File: src/rtl/uart_pkg.sv
// Shared UART definitions: receiver FSM states and the bit-timing points within
// a 16-tick bit period. Also used by the transmitter.
package uart_pkg;

    typedef enum logic [2:0] {
        RX_IDLE,
        RX_START,
        RX_DATA,
        RX_PARITY,
        RX_STOP
    } rx_state_t;

    localparam logic [3:0] VOTE_T0 = 4'd7;   // first of three mid-bit samples
    localparam logic [3:0] VOTE_T1 = 4'd9;   // last sample; vote is resolved here
    localparam logic [3:0] BIT_END = 4'd15;

    function automatic logic majority3(input logic a, input logic b, input logic c);
        return (a & b) | (a & c) | (b & c);
    endfunction

endpackage

File: src/rtl/uart_rx_os16_if.sv
// Receive-side frame buffer interface: data, sideband errors and valid/ready handshake.
interface uart_rx_os16_if #(
    parameter int DATA_BITS = 8
);
    logic [DATA_BITS-1:0] rx_data;
    logic                 rx_valid;
    logic                 rx_ready;
    logic                 parity_err;
    logic                 frame_err;
    logic                 overrun;

    modport master (
        output rx_data, rx_valid, parity_err, frame_err, overrun,
        input  rx_ready
    );

    modport slave (
        input  rx_data, rx_valid, parity_err, frame_err, overrun,
        output rx_ready
    );
endinterface

File: src/rtl/uart_rx_sampler.sv
// Two-flop synchroniser for the raw rxd pad plus a 3-sample majority voter
// taken at ticks 7, 8 and 9 of each bit; vote is meaningful at tick 9.
module uart_rx_sampler
    import uart_pkg::*;
(
    input  logic       clk,
    input  logic       rst_n,
    input  logic       sample_tick,
    input  logic [3:0] tick_cnt,
    input  logic       rxd,
    output logic       rxd_s,
    output logic       vote
);

    logic sync_q1;
    logic sync_q2;
    logic smp_a;
    logic smp_b;

    // NOTE: all sequential state uses non-blocking assignments so every flop
    // samples pre-edge values; blocking here would collapse the sync chain.
    always_ff @(posedge clk) begin
        if (!rst_n) begin
            sync_q1 <= 1'b1;
            sync_q2 <= 1'b1;
            smp_a   <= 1'b1;
            smp_b   <= 1'b1;
        end else begin
            sync_q1 <= rxd;
            sync_q2 <= sync_q1;
            if (sample_tick && tick_cnt == VOTE_T0)
                smp_a <= sync_q2;
            if (sample_tick && tick_cnt == (VOTE_T0 + 4'd1))
                smp_b <= sync_q2;
        end
    end

    assign rxd_s = sync_q2;
    assign vote  = majority3(smp_a, smp_b, sync_q2);

endmodule

File: src/rtl/uart_rx_os16.sv
// 16x oversampling UART receiver: start validation, majority-voted data bits,
// optional parity, stop check, and a one-entry valid/ready output buffer.
module uart_rx_os16
    import uart_pkg::*;
#(
    parameter int DATA_BITS = 8
) (
    input  logic            clk,
    input  logic            rst_n,
    input  logic            sample_tick,
    input  logic            rxd,
    input  logic            parity_en,
    input  logic            parity_odd,
    uart_rx_os16_if.master  rx
);

    rx_state_t            state;
    rx_state_t            state_next;
    logic [3:0]           tick_cnt;
    logic [3:0]           bit_idx;
    logic                 armed;
    logic [DATA_BITS-1:0] shreg;
    logic                 par_en_q;
    logic                 par_odd_q;
    logic                 par_err_q;
    logic                 rxd_s;
    logic                 vote;

    logic at_vote;
    logic at_end;
    logic start_go;
    logic shift_en;
    logic par_smp;
    logic complete;

    uart_rx_sampler u_sampler (
        .clk         (clk),
        .rst_n       (rst_n),
        .sample_tick (sample_tick),
        .tick_cnt    (tick_cnt),
        .rxd         (rxd),
        .rxd_s       (rxd_s),
        .vote        (vote)
    );

    assign at_vote = sample_tick && (tick_cnt == VOTE_T1);
    assign at_end  = sample_tick && (tick_cnt == BIT_END);

    always_ff @(posedge clk) begin
        if (!rst_n) state <= RX_IDLE;
        else        state <= state_next;
    end

    // NOTE: every combinational output gets a default before the case so no
    // path leaves it unassigned, which would otherwise infer a latch.
    always_comb begin
        state_next = state;
        case (state)
            RX_IDLE:   if (sample_tick && armed && !rxd_s) state_next = RX_START;
            RX_START:  if (at_vote && vote)                state_next = RX_IDLE;
                       else if (at_end)                    state_next = RX_DATA;
            RX_DATA:   if (at_end && bit_idx == 4'(DATA_BITS - 1))
                           state_next = par_en_q ? RX_PARITY : RX_STOP;
            RX_PARITY: if (at_end)                         state_next = RX_STOP;
            RX_STOP:   if (at_vote)                        state_next = RX_IDLE;
            default:                                       state_next = RX_IDLE;
        endcase
    end

    always_comb begin
        start_go = (state == RX_IDLE) && (state_next == RX_START);
        shift_en = (state == RX_DATA) && at_vote;
        par_smp  = (state == RX_PARITY) && at_vote;
        complete = (state == RX_STOP) && at_vote;
    end

    // Frame datapath; frozen entirely while sample_tick is low.
    always_ff @(posedge clk) begin
        if (!rst_n) begin
            tick_cnt  <= '0;
            bit_idx   <= '0;
            armed     <= 1'b0;
            shreg     <= '0;
            par_en_q  <= 1'b0;
            par_odd_q <= 1'b0;
            par_err_q <= 1'b0;
        end else if (sample_tick) begin
            tick_cnt <= (state == RX_IDLE) ? 4'd0 : tick_cnt + 4'd1;
            if (state == RX_IDLE && rxd_s)
                armed <= 1'b1;
            if (complete && !vote)
                armed <= 1'b0;   // break: wait for the line to return high
            if (start_go) begin
                par_en_q  <= parity_en;
                par_odd_q <= parity_odd;
                par_err_q <= 1'b0;
                bit_idx   <= '0;
            end
            if (state == RX_DATA && at_end)
                bit_idx <= bit_idx + 4'd1;
            if (shift_en)
                shreg <= {vote, shreg[DATA_BITS-1:1]};
            if (par_smp)
                par_err_q <= ((^shreg) ^ vote) != par_odd_q;
        end
    end

    // One-entry output buffer; a completing frame may replace an entry
    // being consumed in the same clock.
    always_ff @(posedge clk) begin
        if (!rst_n) begin
            rx.rx_data    <= '0;
            rx.rx_valid   <= 1'b0;
            rx.parity_err <= 1'b0;
            rx.frame_err  <= 1'b0;
            rx.overrun    <= 1'b0;
        end else begin
            rx.overrun <= 1'b0;
            if (complete) begin
                if (!rx.rx_valid || rx.rx_ready) begin
                    rx.rx_data    <= shreg;
                    rx.parity_err <= par_err_q;
                    rx.frame_err  <= !vote;
                    rx.rx_valid   <= 1'b1;
                end else begin
                    rx.overrun <= 1'b1;
                end
            end else if (rx.rx_valid && rx.rx_ready) begin
                rx.rx_valid <= 1'b0;
            end
        end
    end

endmodule

File: src/flat_wrapper.sv
// flat-port wrapper written by rule: the top's interface ports become plain ports
module uart_rx_os16_flat import uart_pkg::*;
#(
    parameter int DATA_BITS = 8
)
  (clk, rst_n, sample_tick, rxd, parity_en, parity_odd, rx_rx_data, rx_rx_valid, rx_parity_err, rx_frame_err, rx_overrun, rx_rx_ready);
  uart_rx_os16_if #(.DATA_BITS(DATA_BITS)) rx_i ();
  input  logic clk;
  input  logic rst_n;
  input  logic sample_tick;
  input  logic rxd;
  input  logic parity_en;
  input  logic parity_odd;
  output wire logic [$bits(rx_i.rx_data)-1:0] rx_rx_data;
  output wire logic [$bits(rx_i.rx_valid)-1:0] rx_rx_valid;
  output wire logic [$bits(rx_i.parity_err)-1:0] rx_parity_err;
  output wire logic [$bits(rx_i.frame_err)-1:0] rx_frame_err;
  output wire logic [$bits(rx_i.overrun)-1:0] rx_overrun;
  input wire logic [$bits(rx_i.rx_ready)-1:0] rx_rx_ready;
  assign rx_rx_data = rx_i.rx_data;
  assign rx_rx_valid = rx_i.rx_valid;
  assign rx_parity_err = rx_i.parity_err;
  assign rx_frame_err = rx_i.frame_err;
  assign rx_overrun = rx_i.overrun;
  assign rx_i.rx_ready = rx_rx_ready;
  uart_rx_os16 #(.DATA_BITS(DATA_BITS)) u_core (.clk(clk), .rst_n(rst_n), .sample_tick(sample_tick), .rxd(rxd), .parity_en(parity_en), .parity_odd(parity_odd), .rx(rx_i));
endmodule
File: config.mk
export PLATFORM = sky130hd
export DESIGN_NAME = uart_rx_os16_flat
export DESIGN_NICKNAME = d
export VERILOG_FILES = /design/src/rtl/uart_pkg.sv /design/src/rtl/uart_rx_os16_if.sv /design/src/rtl/uart_rx_sampler.sv /design/src/rtl/uart_rx_os16.sv /design/src/flat_wrapper.sv
export SDC_FILE = /design/constraint.sdc
export NUM_CORES = 1
export LEC_CHECK = 0
export CAP_MARGIN = 20
export CORE_ASPECT_RATIO = 1.25
export CORE_UTILIZATION = 59
export CTS_CLUSTER_SIZE = 14
export DETAILED_ROUTE_END_ITERATION = 8
export GPL_TIMING_DRIVEN = 0
export PLACE_DENSITY = 0.79
export SYNTH_ARGS = -nofsm -noshare
export SYNTH_HDL_FRONTEND = slang
export SYNTH_HIERARCHICAL = 1
export SYNTH_SLANG_ARGS = --single-unit
File: constraint.sdc
create_clock -name clk -period 5 [get_ports clk]
set_input_delay 0.5 -clock clk [delete_from_list [all_inputs] [get_ports clk]]
set_output_delay 0.5 -clock clk [all_outputs]
set_load 0.02 [all_outputs]
==> flow_metrics.tcl <==
set metrics [dict create \
    fillers 206 \
    clock_skew_ns 0.0110 \
    netlist.area_leader.share 0.441 \
    die-area_sq_mm 0.00322 \
    finalSetupViolCount 0 \
    worstPathMaxFanout 10 \
    clock.fmax_mhz 534 \
    power_frac_comb 0.038 \
    clockBufferDepth 2 \
    hold_slack_ns 0.424 \
    firstDrtPassIters 4 \
    fin_nets 216 \
    period_needed_ns 1.87 \
    crit_type "in -> reg" \
    syn-num-nets 191 \
    io_pins 19 \
    vdd_drop_max_uv 264 \
    status "finished clean" \
    tightest_slew_ns 0.477 \
    post_cts_resized 0 \
    yosysMostFrequentCell "dfxtp_1" \
    rows 21 \
    rsz0062_at_grt "no" \
    synth_flop_cell "dfxtp_1" \
    clockPowerShare 0.312 \
    via_count 1350 \
    initial_utilization 0.641 \
    grt_first_pass_wirelength_mm 5.40 \
    cts-root-buf "clkbuf_4" \
    arrival_ns 2.15 \
    syn_inst 181 \
    cp_top_family "simple AND/OR/NAND/NOR gates" \
    syn_to_final_growth_pct 15.4 \
    critical_path.cell_chain "clkdlybuf4s50_1 > buf_6 > and4_4 > nand3_4 > or3b_1 > a31oi_1" \
    synthTopCellsByArea "dfxtp_1, mux2i_1, nor2_1" \
    async_reset_ff_frac 0 \
    p_seq_frac 0.649 \
    drive_gt1_frac 0.0918 \
    slowest_stage "clkdlybuf4s50_1" \
    path_clk_slew_ns 0.11 \
    power.leakage_nw 0.878 \
    hold_viol_final 0 \
    synth_area_per_cell_sq_um 9.77 \
    switchingPower_w 0.000108 \
    num_antenna_cells 0 \
    core_sq_mm 0.00276 \
    die_h_microns 63.2 \
    slowest_delay_ns 0.57 \
    cts_made_buffers 5 \
    drc 0 \
    dpl-instance-area_sq_mm 0.00199 \
    synthTopCellsByCount "dfxtp_1, nor2_1, mux2i_1" \
    yosysTopAreaCell "dfxtp_1" \
    cts_tree "yes" \
    ant_nets 0 \
    cts.htree.levels 2 \
    slew_headroom 0.682 \
    portBuffers 18 \
    overflow 0 \
    grt_use_total 0.221 \
    period_share 0.374 \
    setup_tns_ns 0 \
    place_hpwl_mm 2.30 \
    yosys_warnings 6 \
    grt_antenna_before_repair 0 \
    route.detailed.vias_per_inst 5.60 \
    hold_buffers 0 \
    p_per_area_mw_per_mm2 237 \
    grt_max_degree 12 \
    swShare 0.223 \
    p_int_w 0.000375 \
    grt_pass1_vias 1257 \
    synth-seq-cells 39 \
    synth_edf_count 0 \
    insertion_delay_ns 0.34 \
    final_area_sq_mm 0.00204 \
    drv_slew 0 \
    drt-initial-drc-count 21 \
    hp-class "reg -> reg" \
    die_w_microns 51.0 \
    gp_congestion 0.797 \
    worstSetupEndpointType "flip-flop" \
    wirelength_mm 3.13 \
    netlist_area_sq_mm 0.00177 \
    ys_types 47 \
    ys_seq_area_frac 0.441 \
    routedWlPerCell_microns 13.0 \
    path_buf_inv 2 \
    clock_sinks 39 \
    critPathLaunchType "primary input" \
    cap_violations 0 \
    crit_required_ns 5.28 \
    cts_setup_buffers 0 \
]
registers in the layout (all words and copies together), names as in the netlist:
register,cells
u_core/rx.frame_err,1
u_core/par_en_q,1
u_core/u_sampler/rxd_s,1
u_core/armed,1
u_core/u_sampler/smp_a,1
u_core/bit_idx,4
u_core/rx.overrun,1
u_core/par_err_q,1
u_core/par_odd_q,1
u_core/u_sampler/smp_b,1
u_core/state,3
u_core/rx.parity_err,1
u_core/u_sampler/sync_q1,1
u_core/tick_cnt,4
u_core/rx.rx_data,8
u_core/shreg,8
u_core/rx.rx_valid,1
worst register-to-register path, stage by stage, from the launching register on:
cell      delay, ns
dfxtp_1        0.48
inv_1          0.08
ha_1           0.19
and4b_1        0.18
clkbuf_2       0.15
nand4_1        0.12
buf_4          0.22
mux2i_1        0.23
nor2_1         0.05
worst paths after layout:
check	start	endpoint	slack, ns	cells past startpoint
max	sample_tick	u_core/bit_idx[2]	3.13	6
min	u_core/u_sampler/sync_q1	u_core/u_sampler/rxd_s	0.42	1
max reg2reg	u_core/tick_cnt[1]	u_core/rx.rx_data[7]	3.20	8
min reg2reg	u_core/u_sampler/sync_q1	u_core/u_sampler/rxd_s	0.42	1
per-stage QoR:
step           cells  total power [W]   util  worst slack (ns)
3_5_place_dp     233         0.000339  0.722              2.77
6_report         241         0.000483  0.740              3.13
4_1_cts          241         0.000488  0.740              3.13
3_3_place_gp     233         0.000339  0.722              2.82
5_1_grt          241         0.000505  0.740              3.06
2_1_floorplan    181         0.000331      -              3.42
cell type report:
class                   count  area [sq um]  area share
clock inverters             1          5.00     0.00245
clock buffers               7          45.0      0.0221
plain buffers               7          40.0      0.0196
repair buffers             18           180      0.0882
flip-flops and latches     39           781       0.382
multi-input cells         131           933       0.457
well taps                  34          42.5      0.0208
inverters                   4          15.0     0.00735
metal layers:
layer,GRT usage,routed length (microns)
met1,0.259,1490
met2,0.377,1510
met3,0.0652,100
met4,0.0729,31
met5,0,0
kinds of logic (layout without fill, tap and decap cells):
| group | Yosys count | count (layout) | synth area share |
|---|---|---|---|
| AND/OR/NAND/NOR | 78 | 78 | 0.265 |
| multiplexers | 21 | 21 | 0.119 |
| adder cells (fa/ha/maj) | 4 | 4 | 0.0269 |
| XOR/XNOR | 9 | 9 | 0.0523 |
| AO/OA/AOI/OAI | 19 | 19 | 0.0651 |
| buffers and inverters | 11 | 37 | 0.0311 |
| flip-flops | 39 | 39 | 0.441 |
placed cells by master, fill, tap and decap left out, drive strengths merged, types with 3 or more instances in the layout:
master,synthesis,final
nand3b,5,5
nor3,3,3
inv,4,4
xnor2,6,6
nand4,6,6
dfxtp,39,39
a21oi,5,5
nor2,28,28
ha,3,3
nand2,8,8
clkbuf,3,10
a31oi,5,5
o21ai,4,4
buf,4,4
clkdlybuf4s50,0,18
nand3,8,8
nand2b,3,3
and3,3,3
mux2i,21,21
power by group through the flow:
stage	sequential, W	clock (W)	combinational [W]
2_1_floorplan	0.000320	0	0.0000101
3_3_place_gp	0.000321	0	0.0000180
3_5_place_dp	0.000321	0	0.0000185
4_1_cts	0.000314	0.000156	0.0000186
5_1_grt	0.000314	0.000170	0.0000202
6_report	0.000314	0.000151	0.0000184
No activity file was read; power rests on OpenSTA's default activity.
